$ cat config.mk
export PLATFORM = sky130hd
export DESIGN_NAME = data_mem_if
export DESIGN_NICKNAME = d
export VERILOG_FILES = /design/src/rtl/cpe_mem_pkg.sv /design/src/rtl/mem_load_ext.sv /design/src/rtl/data_mem_if.sv
export SDC_FILE = /design/constraint.sdc
export NUM_CORES = 1
export LEC_CHECK = 0
export CORE_MARGIN = 5
export CORE_UTILIZATION = 55
export CTS_CLUSTER_DIAMETER = 30
export DETAILED_ROUTE_END_ITERATION = 6
export DONT_BUFFER_PORTS = 1
export MAX_ROUTING_LAYER = met4
export PLACE_DENSITY = 0.7
export SETUP_SLACK_MARGIN = 0.5
export SYNTH_ARGS = -nofsm -noshare
export SYNTH_HDL_FRONTEND = slang
export SYNTH_SLANG_ARGS = --single-unit
$ cat constraint.sdc
create_clock -name clk_w_i -period 12.2 [get_ports clk_w_i]
set_input_delay 2.44 -clock clk_w_i [delete_from_list [all_inputs] [get_ports clk_w_i]]
set_output_delay 2.44 -clock clk_w_i [all_outputs]
set_load 0.005 [all_outputs]
$ cat src/rtl/cpe_mem_pkg.sv
// cpe_mem_pkg: shared funct3 encodings, FSM states, strobes and store/alignment helpers
package cpe_mem_pkg;
  localparam logic [2:0] F3_LB  = 3'b000;
  localparam logic [2:0] F3_LH  = 3'b001;
  localparam logic [2:0] F3_LW  = 3'b010;
  localparam logic [2:0] F3_LBU = 3'b100;
  localparam logic [2:0] F3_LHU = 3'b101;
  localparam logic [2:0] F3_SB  = 3'b000;
  localparam logic [2:0] F3_SH  = 3'b001;
  localparam logic [2:0] F3_SW  = 3'b010;
  localparam logic [3:0] STRB_NONE = 4'b0000;
  localparam logic [3:0] STRB_B    = 4'b0001;
  localparam logic [3:0] STRB_H    = 4'b0011;
  localparam logic [3:0] STRB_W    = 4'b1111;
  typedef enum logic [1:0] {S_IDLE, S_REQ, S_DONE} state_t;
  function automatic logic f3_legal(input logic ld, input logic [2:0] f3);
    return ld ? (f3 inside {F3_LB, F3_LH, F3_LW, F3_LBU, F3_LHU}) : (f3 inside {F3_SB, F3_SH, F3_SW});
  endfunction
  function automatic logic f3_aligned(input logic [2:0] f3, input logic [1:0] lo);
    return f3[1:0] == 2'b01 ? !lo[0] : f3[1:0] == 2'b10 ? lo == 2'b00 : 1'b1;
  endfunction
  function automatic logic [3:0] st_strb(input logic [2:0] f3, input logic [1:0] lo);
    return f3 == F3_SB ? STRB_B << lo : f3 == F3_SH ? STRB_H << {lo[1], 1'b0} : STRB_W;
  endfunction
  function automatic logic [31:0] st_data(input logic [2:0] f3, input logic [31:0] d);
    return f3 == F3_SB ? {4{d[7:0]}} : f3 == F3_SH ? {2{d[15:0]}} : d;
  endfunction
endpackage

$ cat src/rtl/mem_load_ext.sv
// mem_load_ext: lane select and sign/zero extension of bus read data
module mem_load_ext
  import cpe_mem_pkg::*;
(
  input  logic [2:0]  funct3,
  input  logic [1:0]  lo2,
  input  logic [31:0] rdata,
  output logic [31:0] data
);
  logic [7:0]  b;
  logic [15:0] h;
  always_comb begin
    b = lo2 == 2'd0 ? rdata[7:0] : lo2 == 2'd1 ? rdata[15:8] : lo2 == 2'd2 ? rdata[23:16] : rdata[31:24];
    h = lo2[1] ? rdata[31:16] : rdata[15:0];
    data = funct3 == F3_LB  ? {{24{b[7]}}, b} :
           funct3 == F3_LBU ? {24'd0, b} :
           funct3 == F3_LH  ? {{16{h[15]}}, h} :
           funct3 == F3_LHU ? {16'd0, h} : rdata;
  end
endmodule

$ cat src/rtl/data_mem_if.sv
// data_mem_if: CPU load/store to single-outstanding bus bridge with alignment checks and timeout
module data_mem_if
  import cpe_mem_pkg::*;
#(
  parameter int unsigned TIMEOUT_CYCLES = 255
) (
  input  logic        clk_w_i,
  input  logic        res_w_i_h,
  input  logic        cpu_rd_w_i_h,
  input  logic        cpu_wr_w_i_h,
  input  logic [31:0] cpu_addr_w_i,
  input  logic [31:0] cpu_wdata_w_i,
  input  logic [2:0]  cpu_funct3_w_i,
  output logic [31:0] cpu_rdata_w_o,
  output logic        cpu_stall_w_o_h,
  output logic        cpu_err_w_o_h,
  output logic        bus_req_w_o_h,
  output logic        bus_we_w_o_h,
  output logic [31:0] bus_addr_w_o,
  output logic [31:0] bus_wdata_w_o,
  output logic [3:0]  bus_strb_w_o,
  input  logic        bus_ack_w_i_h,
  input  logic [31:0] bus_rdata_w_i
);
  localparam int CW = $clog2(TIMEOUT_CYCLES + 1);
  state_t state, state_nx;
  logic [CW-1:0] cnt;
  logic [2:0] f3_q;
  logic [1:0] lo2_q;
  logic to_q, ok, bad, tmo;
  logic [31:0] ld_ext;
  mem_load_ext u_ext (
    .funct3(f3_q),
    .lo2(lo2_q),
    .rdata(bus_rdata_w_i),
    .data(ld_ext)
  );
  always_comb begin
    ok = (cpu_rd_w_i_h ^ cpu_wr_w_i_h) && f3_legal(cpu_rd_w_i_h, cpu_funct3_w_i) && f3_aligned(cpu_funct3_w_i, cpu_addr_w_i[1:0]);
    bad = (cpu_rd_w_i_h | cpu_wr_w_i_h) && !ok;
    tmo = state == S_REQ && !bus_ack_w_i_h && cnt == CW'(TIMEOUT_CYCLES - 1);
  end
  always_ff @(posedge clk_w_i or posedge res_w_i_h)
    if (res_w_i_h) state <= S_IDLE;
    else state <= state_nx;
  always_comb
    state_nx = state == S_IDLE ? (ok ? S_REQ : S_IDLE) :
               state == S_REQ  ? (bus_ack_w_i_h || tmo ? S_DONE : S_REQ) : S_IDLE;
  // reset must silence the combinational outputs too, not just the registers
  always_comb begin
    cpu_stall_w_o_h = !res_w_i_h && (state == S_REQ || (state == S_IDLE && ok));
    cpu_err_w_o_h = !res_w_i_h && ((state == S_IDLE && bad) || (state == S_DONE && to_q));
  end
  always_ff @(posedge clk_w_i or posedge res_w_i_h)
    if (res_w_i_h) begin
      bus_req_w_o_h <= 1'b0;
      bus_we_w_o_h <= 1'b0;
      bus_addr_w_o <= '0;
      bus_wdata_w_o <= '0;
      bus_strb_w_o <= STRB_NONE;
      cpu_rdata_w_o <= '0;
      cnt <= '0;
      f3_q <= '0;
      lo2_q <= '0;
      to_q <= 1'b0;
    end else begin
      if (state == S_IDLE && ok) begin
        bus_req_w_o_h <= 1'b1;
        bus_we_w_o_h <= cpu_wr_w_i_h;
        bus_addr_w_o <= {cpu_addr_w_i[31:2], 2'b00};
        bus_wdata_w_o <= st_data(cpu_funct3_w_i, cpu_wdata_w_i);
        bus_strb_w_o <= cpu_wr_w_i_h ? st_strb(cpu_funct3_w_i, cpu_addr_w_i[1:0]) : STRB_NONE;
        cnt <= '0;
        f3_q <= cpu_funct3_w_i;
        lo2_q <= cpu_addr_w_i[1:0];
      end else if (state == S_IDLE && bad) cpu_rdata_w_o <= '0;
      if (state == S_REQ) begin
        if (bus_ack_w_i_h) begin
          bus_req_w_o_h <= 1'b0;
          if (!bus_we_w_o_h) cpu_rdata_w_o <= ld_ext;
        end else begin
          cnt <= cnt + 1'b1;
          if (tmo) begin
            bus_req_w_o_h <= 1'b0;
            cpu_rdata_w_o <= '0;
            to_q <= 1'b1;
          end
        end
      end
      if (state == S_DONE) to_q <= 1'b0;
    end
endmodule

==> results of run 1 <==
==> flip-flops by register name (all words and copies together), names as in the netlist <==
register and flops:
bus_addr_w_o 30, to_q 1, cpu_rdata_w_o 32, bus_we_w_o_h 1
bus_req_w_o_h 1, lo2_q 2, bus_strb_w_o 4, state 2
bus_wdata_w_o 32, f3_q 3, cnt 8
==> metal layers <==
metal / GRT usage (%) / vias to the layer above
li1: - / 1848
met1: 29.1 / 1932
met2: 35.5 / 200
met3: 9.25 / 26
met4: 8.33 / 0
met5: - / -
==> cell type report <==
type | count | area [µm²]
fill | 802 | 3890
sequential | 116 | 2900
tap | 136 | 170
clock buffer | 20 | 455
timing repair buffer | 4 | 30.0
multi-input combinational | 327 | 2620
clock inverter | 11 | 128
inverter | 34 | 130
==> worst max-delay path by stage <==
| stage | cells after the start | slack, ps | to |
|---|---|---|---|
| floorplan | 2 | 4590 | cpu_stall_w_o_h |
| global placement | 4 | 6180 | cpu_stall_w_o_h |
| detailed placement | 4 | 6190 | cpu_stall_w_o_h |
| CTS | 4 | 6180 | cpu_stall_w_o_h |
| global route | 4 | 6090 | cpu_stall_w_o_h |
| finish | 4 | 6180 | cpu_stall_w_o_h |
==> logic make-up after synthesis <==
family	share of synthesized area, %
other	0.0644
buffers and inverters	5.39
AO/OA/AOI/OAI	18.2
AND/OR/NAND/NOR	8.38
flip-flops	49.8
adder cells (fa/ha/maj)	1.29
multiplexers	16.8
==> Yosys cell counts, types with 3 or more instances <==
master / instances / share of area, %
dfrtp_1: 116 / 50
mux2_2: 62 / 12
inv_1: 34 / 2.2
nor2_1: 34 / 2.2
o21ai_0: 30 / 2.6
a21oi_1: 28 / 2.4
clkbuf_1: 20 / 1.3
mux2i_1: 18 / 3.1
a221oi_1: 12 / 1.8
o2bb2ai_1: 12 / 1.8
buf_2: 11 / 0.95
nand2_1: 11 / 0.71
o221ai_2: 10 / 2.6
nand2b_1: 9 / 0.97
nor2b_1: 9 / 0.97
a21o_1: 7 / 0.90
mux2_1: 7 / 1.4
ha_1: 6 / 1.3
nand3_1: 6 / 0.52
o211ai_1: 6 / 0.77
a22o_1: 5 / 0.75
o221ai_1: 5 / 0.75
o22ai_1: 4 / 0.43
or3_1: 4 / 0.43
a2111oi_0: 3 / 0.45
buf_6: 3 / 0.58
o21a_1: 3 / 0.39
o21bai_1: 3 / 0.39
==> per-stage QoR <==
stage,setup WS [ps],hold slack [ps],total power [mW],std cells,util [%]
finish,6180,520,1.28,648,62.3
global placement,6180,509,0.797,617,56.7
detailed placement,6190,512,0.808,617,56.7
floorplan,4590,479,0.744,515,-
CTS,6180,526,1.29,648,62.3
global route,6090,535,1.35,648,62.3
==> worst max-delay path, stage by stage <==
cell and delay, ps:
o41ai_4 380, nand4_2 380, nor2_4 200, o21a_1 170
==> power breakdown <==
part / internal [mW] / total, mW / switching (mW)
sequential: 0.475 / 0.580 / 0.105
combinational: 0.111 / 0.218 / 0.108
clock: 0.306 / 0.483 / 0.177
==> flow_metrics.env, run 1 <==
export IMPL_reg2reg_depth=4
export IMPL_crit_arrival_ps=3580
export IMPL_synthFlopType="dfrtp_1"
export IMPL_routabilityCongestion=0.867
export IMPL_dr_pass1_iters=4
export IMPL_via_per_inst=6.18
export IMPL_finalSetupTns_ps=0
export IMPL_post_cts_setup_buffer_count=0
export IMPL_antenna_found_initial=0
export IMPL_layout_commonest_cell="dfrtp_1"
export IMPL_dieHeight_um=113
export IMPL_numClockSinks=116
export IMPL_start_util_pct=56.4
export IMPL_synth_edf_count=0
export IMPL_worst_pin_slew_ps=1150
export IMPL_slew_viol_final=0
export IMPL_first_global_vias=4254
export IMPL_grt_pass1_wl_um=23100
export IMPL_min_to="cpu_rdata_w_o[9]"
export IMPL_drt_iter0_markers=223
export IMPL_status="finished, final reports clean"
export IMPL_crit_fanout=14
export IMPL_cts_hold_fix_buffers=0
export IMPL_worstSetupPathType="input port to output port"
export IMPL_cts_reportedPaths_clkPinSlew_ps=50
export IMPL_track_usage_pct=23.6
export IMPL_relSlewSlack_pct=22.9
export IMPL_place_hpwl_um=10600
export IMPL_finalWirelength_um=14400
export IMPL_vdd_ir_drop_max_v=0.000114
export IMPL_ios=208
export IMPL_die_w_um=113
export IMPL_area_growth_pct=10.5
export IMPL_antenna_diode_count=0
export IMPL_synth_seq_area_share_pct=49.8
export IMPL_rsz0062_at_grt="no"
export IMPL_finalCriticalPeriod_ps=6020
export IMPL_wl_met2_um=6880
export IMPL_final_setup_viol_count=0
export IMPL_io_buffer_count=0
export IMPL_final_cell_mix="dfrtp_1, mux2_2, inv_1, nor2_1, o21ai_0"
export IMPL_fmax_mhz=166
export IMPL_htreeDepth=4
export IMPL_placed_cell_area_um2=5850
export IMPL_clock_path_buffers=2
export IMPL_gr_total_overflow=0
export IMPL_post_route_cells_drive_above_1_share_pct=23.2
export IMPL_cts_tree="built"
export IMPL_hp_class="flip-flop to flip-flop"
export IMPL_cp_end_kind="output port"
export IMPL_hold_start="cpu_rdata_w_o[9]"
export IMPL_regToRegEndpoint="cpu_rdata_w_o[16]"
export IMPL_drc=0
export IMPL_syn_area_um2=5820
export IMPL_ys_types=55
export IMPL_wl_per_cell_um=22.2
export IMPL_cp_start_kind="input port"
export IMPL_ys_ff_latch=116
export IMPL_ctsResizeCount=0
export IMPL_reg2reg_from="lo2_q[1]"
export IMPL_holdPathStages=1
export IMPL_hold_viol_final=0
export IMPL_async_reset_ff_share_pct=100
export IMPL_clk_insertion_delay_late_ps=510
export IMPL_cts_root_buf="clkbuf_8"
export IMPL_route_top_layer_used="met4"
export IMPL_dieArea_um2=12700
export IMPL_synthCells=514
export IMPL_cap_viol_max_count=0
export IMPL_p_per_area_nw_per_um2=199
export IMPL_finish_instance_area_um2=6430
export IMPL_vias=4006
export IMPL_required_ps=9760
export IMPL_clock_skew_ps=9.63
export IMPL_grt_max_degree=71
export IMPL_core_area_um2=10300
export IMPL_avgSynthCellArea_um2=11.3
export IMPL_nNetsFinal=610
export IMPL_ant_nets=0
export IMPL_ys_warn_count=0
export IMPL_placementRows=37
export IMPL_numCtsBuffers=17
export IMPL_dr_wl_met3_um=1570
export IMPL_p_leak_nw=2.70
export IMPL_ff2ff_setup_slack_ps=9500
export IMPL_setup_worst_path_start="cpu_funct3_w_i[2]"
export IMPL_met1_length_um=5590
export IMPL_post_route_period_util_pct=49.3
(Power assumes the default switching activity.)
==> inputs of run 2 (changes only) <==
==> constraint.sdc (replaced) <==
create_clock -name clk_w_i -period 6.2 [get_ports clk_w_i]
set_input_delay 1.24 -clock clk_w_i [delete_from_list [all_inputs] [get_ports clk_w_i]]
set_output_delay 1.24 -clock clk_w_i [all_outputs]
set_load 0.005 [all_outputs]
==> run 2 against run 1 <==
Compared with the run above: clock-buffer cell count down 3; sequential cell count unchanged; via count up 0.70%; setup slack worse by 3600 ps; clock power up 110%; wire length up 0.42%; global-route usage up 0.36 points; die area unchanged; clock skew up 0.95 ps; cell area up 0.39%; worst hold slack better by 0.69 ps; critical path depth unchanged; largest power group unchanged.
==> flow_metrics.env, run 2 (synthesis gave the netlist of run 1 again) <==
export IMPL_status="finished, final reports clean"
export IMPL_fmax_mhz=275
export IMPL_fin_util_pct=62.6
export IMPL_die_w_um=113
export IMPL_grtUsageMet2_pct=36.4
export IMPL_area_growth_pct=10.9
export IMPL_clk_insertion_delay_late_ps=530
export IMPL_vdd_ir_drop_max_v=0.000227
export IMPL_p_leak_nw=2.71
export IMPL_ff2ff_setup_slack_ps=3470
export IMPL_largestRegisters="bus_wdata_w_o (32), cpu_rdata_w_o (32), bus_addr_w_o (30)"
export IMPL_grt_max_degree=73
export IMPL_drc=0
export IMPL_layout_commonest_cell="dfrtp_1"
export IMPL_track_usage_pct=24.0
export IMPL_antenna_diode_count=0
export IMPL_numCtsBuffers=17
export IMPL_relSlewSlack_pct=23.3
export IMPL_place_hpwl_um=10400
export IMPL_busiest_layer="met2"
export IMPL_placementRows=37
export IMPL_numClockSinks=116
export IMPL_finish_instance_area_um2=6460
export IMPL_start_util_pct=56.4
export IMPL_critPathSlowestCell="o41ai_4"
export IMPL_grt_pass1_wl_um=23600
export IMPL_clock_path_buffers=2
export IMPL_htreeDepth=4
export IMPL_core_area_um2=10300
export IMPL_dp_cells=617
export IMPL_first_global_vias=4314
export IMPL_worstSetupPathType="input port to output port"
export IMPL_cts_hold_fix_buffers=0
export IMPL_crit_fanout=14
export IMPL_cp_start_kind="input port"
export IMPL_setup_slack_ps=2570
export IMPL_ctsResizeCount=0
export IMPL_finalSetupTns_ps=0
export IMPL_post_route_period_util_pct=58.6
export IMPL_p_per_area_nw_per_um2=399
export IMPL_cts_root_buf="clkbuf_8"
export IMPL_min_to="cpu_rdata_w_o[10]"
export IMPL_dieHeight_um=113
export IMPL_cp_end_kind="output port"
export IMPL_cts_tree="built"
export IMPL_routabilityCongestion=0.860
export IMPL_fin_hold_ws_ps=521
export IMPL_finalCriticalPeriod_ps=3630
export IMPL_dieArea_um2=12700
export IMPL_fin_cells=649
export IMPL_reg2reg_from="lo2_q[1]"
export IMPL_placed_cell_area_um2=5850
export IMPL_hold_viol_final=0
export IMPL_crit_arrival_ps=2390
export IMPL_io_buffer_count=0
export IMPL_post_cts_setup_buffer_count=0
export IMPL_holdPathStages=1
export IMPL_final_cell_mix="dfrtp_1, mux2_2, inv_1, nor2_1, o21ai_0"
export IMPL_regToRegEndpoint="cpu_rdata_w_o[18]"
export IMPL_hold_start="cpu_rdata_w_o[10]"
export IMPL_antenna_found_initial=0
export IMPL_post_place_ws_ps=2580
export IMPL_rsz0062_at_grt="no"
export IMPL_cts_reportedPaths_clkPinSlew_ps=60
export IMPL_nNetsFinal=610
export IMPL_clock_skew_ps=10.6
export IMPL_max_stage_delay_ps=400
export IMPL_p_total_mw=2.58
export IMPL_dr_pass1_iters=5
export IMPL_reg2reg_depth=4
export IMPL_final_setup_viol_count=0
export IMPL_via_per_inst=6.22
export IMPL_slew_viol_final=0
export IMPL_vias=4034
export IMPL_worst_pin_slew_ps=1140
export IMPL_finalWirelength_um=14400
export IMPL_wl_per_cell_um=22.2
export IMPL_post_route_cells_drive_above_1_share_pct=23.4
export IMPL_gr_total_overflow=0
export IMPL_path_cells="o41ai_4, nand4_2, nor2_4, o21a_1"
export IMPL_required_ps=4960
export IMPL_hp_class="flip-flop to flip-flop"
export IMPL_met3_usage_pct=9.84
export IMPL_drt_iter0_markers=289
export IMPL_cap_viol_max_count=0
export IMPL_ant_nets=0
export IMPL_ios=208
export IMPL_grt_use_met1_pct=29.0
==> run 2: changes by cell type in the layout (fill, tap and decap cells not counted), sizes merged <==
cell,previous run,this run
clkbuf,20,17
bufinv,2,3
clkinv,5,2
inv,35,41
==> run 2: layout make-up <==
cell class,instances,area [µm²]
clock inverter,15,194
multi-input combinational,327,2620
sequential,116,2900
tap,136,170
fill,804,3860
inverter,34,130
timing repair buffer,4,30.0
clock buffer,17,414
==> run 2: layer usage <==
metal,wire (µm),vias up
met5,0,-
met1,5510,1983
met2,6940,176
met3,1650,25
li1,-,1850
met4,329,0
==> run 2: report_power, final <==
part | switching (mW) | internal (mW) | total [mW]
clock network | 0.387 | 0.623 | 1.01
registers | 0.206 | 0.934 | 1.14
logic | 0.210 | 0.218 | 0.428
==> run 2: worst max-delay path by stage <==
stage | start | to | slack, ps | cells after the start
after floorplan | res_w_i_h | cpu_stall_w_o_h | 990 | 2
after global placement | cpu_funct3_w_i[2] | cpu_stall_w_o_h | 2590 | 4
after detailed placement | cpu_funct3_w_i[2] | cpu_stall_w_o_h | 2580 | 4
after CTS | cpu_funct3_w_i[2] | cpu_stall_w_o_h | 2560 | 4
after global routing | cpu_funct3_w_i[2] | cpu_stall_w_o_h | 2500 | 4
final | cpu_funct3_w_i[2] | cpu_stall_w_o_h | 2570 | 4
==> run 2: critical path: cells and delay by family <==
| kind | cells | cell delay, ps |
|---|---|---|
| compound gates | 2 | 570 |
| simple gates | 2 | 580 |
==> inputs of run 3 (changes only) <==
--- a/config.mk
+++ b/config.mk
@@ -11,7 +11,7 @@
 export DETAILED_ROUTE_END_ITERATION = 6
 export DONT_BUFFER_PORTS = 1
 export MAX_ROUTING_LAYER = met4
-export PLACE_DENSITY = 0.7
+export PLACE_DENSITY = 0.73
 export SETUP_SLACK_MARGIN = 0.5
 export SYNTH_ARGS = -nofsm -noshare
 export SYNTH_HDL_FRONTEND = slang
==> constraint.sdc (replaced) <==
create_clock -name clk_w_i -period 3.3 [get_ports clk_w_i]
set_input_delay 0.66 -clock clk_w_i [delete_from_list [all_inputs] [get_ports clk_w_i]]
set_output_delay 0.66 -clock clk_w_i [all_outputs]
set_load 0.005 [all_outputs]
==> run 3 against run 2 <==
Compared with the run above: critical path depth rose by 2; first-iteration DRC count fell by 20%; die area did not move; utilization rose by 0.59 points; via count rose by 1.5%; register-to-register slack got worse by 2600 ps; power rose by 92%; clock-buffer cell count did not move; critical path type is now flip-flop to output port; largest cell class unchanged; largest power group unchanged.
==> flow_metrics.env, run 3 (synthesis gave the netlist of run 1 again) <==
export IMPL_antenna_diode_count=0
export IMPL_area_growth_pct=12.0
export IMPL_first_global_vias=4335
export IMPL_crit_fanout=4
export IMPL_worstSetupPathType="flip-flop to output port"
export IMPL_cp_start_kind="flip-flop"
export IMPL_cp_end_kind="output port"
export IMPL_vdd_ir_drop_max_v=0.000463
export IMPL_required_ps=2640
export IMPL_slew_viol_final=0
export IMPL_layout_commonest_cell="dfrtp_1"
export IMPL_fillCellCount=799
export IMPL_post_place_ws_ps=599
export IMPL_clock_skew_ps=6.83
export IMPL_setup_worst_path_start="state[0]"
export IMPL_start_util_pct=56.4
export IMPL_hold_viol_final=0
export IMPL_nNetsFinal=615
export IMPL_largestRegisters="bus_wdata_w_o (32), cpu_rdata_w_o (32), bus_addr_w_o (30)"
export IMPL_fmax_mhz=389
export IMPL_finalSetupTns_ps=0
export IMPL_fin_util_pct=63.2
export IMPL_dr_pass1_iters=5
export IMPL_drt_iter0_markers=230
export IMPL_crit_arrival_ps=1910
export IMPL_io_buffer_count=0
export IMPL_final_cell_mix="dfrtp_1, mux2_2, inv_1, nor2_1, o21ai_0"
export IMPL_gr_total_overflow=0
export IMPL_placed_cell_area_um2=5890
export IMPL_p_per_area_nw_per_um2=759
export IMPL_rsz0062_at_grt="no"
export IMPL_grt_max_degree=55
export IMPL_antenna_found_initial=0
export IMPL_ios=208
export IMPL_numClockSinks=116
export IMPL_numCtsBuffers=17
export IMPL_fin_hold_ws_ps=35.5
export IMPL_drc=0
export IMPL_routabilityCongestion=0.872
export IMPL_htreeDepth=4
export IMPL_via_per_inst=6.26
export IMPL_p_total_mw=4.95
export IMPL_status="finished, final reports clean"
export IMPL_place_hpwl_um=10800
export IMPL_finalCriticalPeriod_ps=2570
export IMPL_cts_hold_fix_buffers=0
export IMPL_grt_pass1_wl_um=24100
export IMPL_cts_root_buf="clkbuf_8"
export IMPL_reg2reg_from="state[1]"
export IMPL_vias=4096
export IMPL_dieArea_um2=12700
export IMPL_post_route_period_util_pct=78.0
export IMPL_worst_pin_slew_ps=1060
export IMPL_clock_path_buffers=2
export IMPL_p_leak_nw=2.75
export IMPL_dp_cells=622
export IMPL_cts_reportedPaths_clkPinSlew_ps=60
export IMPL_track_usage_pct=24.8
export IMPL_final_setup_viol_count=0
export IMPL_post_route_cells_drive_above_1_share_pct=24.1
export IMPL_regArea_um2=2900
export IMPL_die_w_um=113
export IMPL_wl_per_cell_um=22.8
export IMPL_multi_input_area_um2=2620
export IMPL_clk_insertion_delay_late_ps=520
export IMPL_core_area_um2=10300
export IMPL_ant_nets=0
export IMPL_placementRows=37
export IMPL_post_cts_setup_buffer_count=0
export IMPL_finalWirelength_um=14900
export IMPL_fin_cells=654
export IMPL_relSlewSlack_pct=28.7
export IMPL_cts_tree="built"
export IMPL_cap_viol_max_count=0
export IMPL_hp_class="input port to async pin"
export IMPL_finish_instance_area_um2=6520
export IMPL_dieHeight_um=113
export IMPL_ctsResizeCount=0
export IMPL_setup_slack_ps=727
## run 3: worst paths after layout
path                                     to  slack (ps)  depth (start not counted)
min in group clk_w_i                f3_q[1]         270                          1
max in group asynchronous  bus_addr_w_o[27]        2240                          2
hold / removal             cpu_rdata_w_o[2]          40                          1
hold reg to reg            cpu_rdata_w_o[9]         520                          1
setup / recovery              cpu_err_w_o_h         730                          6
setup reg to reg           cpu_rdata_w_o[1]         890                          7
## run 3: area by class of cell
type / instances / area share (%)
clock buffers: 17 / 6.35
well taps: 136 / 2.61
inverters: 34 / 2.01
flip-flops and latches: 116 / 44.5
repair buffers: 9 / 1.04
clock inverters: 15 / 3.32
multi-input cells: 327 / 40.1
## run 3: critical path, stage by stage, from the launching register on
cell      delay [ps]
dfrtp_1          380
inv_1             80
ha_1             250
nand2b_1         110
a41oi_2          320
a21oi_1          110
nor2_1           140
## run 3: power breakdown
group          internal [mW]  leakage, nW  switching, mW  total [mW]
Sequential              1.76         1.46          0.364        2.12
Combinational          0.419        0.987          0.438       0.857
Clock                   1.25        0.303          0.724        1.97
Total                   3.42         2.75           1.53        4.95
## run 3: layer usage
metal | GRT usage (%) | part of all wire [%]
met5 | - | 0
met4 | 7.45 | 1.6
met3 | 11.1 | 11
met2 | 39.7 | 50
met1 | 28.2 | 37
==> variant 1 (flow settings as in run 2) <==
`TIMEOUT_CYCLES`: 255 -> 510.
--- a/src/rtl/data_mem_if.sv
+++ b/src/rtl/data_mem_if.sv
@@ -2,7 +2,7 @@
 module data_mem_if
   import cpe_mem_pkg::*;
 #(
-  parameter int unsigned TIMEOUT_CYCLES = 255
+  parameter int unsigned TIMEOUT_CYCLES = 510
 ) (
   input  logic        clk_w_i,
   input  logic        res_w_i_h,
Behaviour: no difference found for any inputs over 4 cycles, from zero or initial values; that may be too few to reach the edited logic, so the function may still have changed.
==> variant 1 against run 2 <==
  * Core utilization shrank 0.86 points
  * Wire length up 4.0%
  * First-iteration DRC count is 43% higher
  * Synthesized area fell by 0.43%
  * Critical endpoint unchanged
  * Combinational power down 9.1%
  * Sequential cell count increased by 1
  * Worst hold slack worse by 39 ps
  * Via count up 11%
  * Critical path type unchanged
  * Final cell count rose by 16%
  * Design area shrank 1.4%
  * Critical path depth rose by 2
  * Power fell by 4.8%
  * Worst setup slack better by 97 ps
==> variant 1: results <==
group,metric,value,unit
timing,slew_headroom,23.2,%
critical_path,crit_arrival,2300,ps
synthesis,synthAdderAreaFrac,1.29,%
critical_path,timing.rr.end,"cpu_rdata_w_o[27]$_DFF_PP0_",
status,run_status,"completed",
global_routing,gr-usage-met2,37.9,%
cells_and_area,multi_input_area,2550,µm²
route,drtIter0Drc,412,
route,wl_met1,5.87,mm
global_routing,grt_use_met1,31.0,%
cells_and_area,clk_share,9.02,%
synthesis,synth_cells,624,
synthesis,synth_xor_xnor_area_share,0.151,%
synthesis,yosysSeqAreaShare,50.5,%
critical_path,crit_start,"cpu_wr_w_i_h",
timing,max_freq,283,MHz
route,viasPerCell,5.96,
placement,place_ws,2680,ps
cells_and_area,num-multi-input-gates,435,
cells_and_area,nets,715,
synthesis,muxShareOfSynthArea,6.19,%
cells_and_area,final.clkbuf_count,21,
cells_and_area,drive_gt1_share,9.22,%
placement,hpwlAfterDp,10.7,mm
cells_and_area,num-fill-cells,845,
## variant 1: worst min path at each step
stage	startpoint	to	slack, ps	cells after the start
global route	cnt[8]$_DFF_PP0_	cnt[8]$_DFF_PP0_	520	1
floorplan	cnt[8]$_DFF_PP0_	cnt[8]$_DFF_PP0_	450	1
finish	cnt[8]$_DFF_PP0_	cnt[8]$_DFF_PP0_	480	1
detailed placement	cnt[8]$_DFF_PP0_	cnt[8]$_DFF_PP0_	480	1
global placement	cnt[8]$_DFF_PP0_	cnt[8]$_DFF_PP0_	480	1
CTS	cnt[8]$_DFF_PP0_	cnt[8]$_DFF_PP0_	490	1
## variant 1: power by group through the flow
| stage | clock [µW] | combinational, µW | sequential, µW |
|---|---|---|---|
| final | 946 | 389 | 1120 |
| after global routing | 1000 | 453 | 1140 |
| after CTS | 961 | 392 | 1120 |
| after detailed placement | 0 | 393 | 1130 |
| after global placement | 0 | 372 | 1130 |
| after floorplan | 0 | 368 | 1040 |
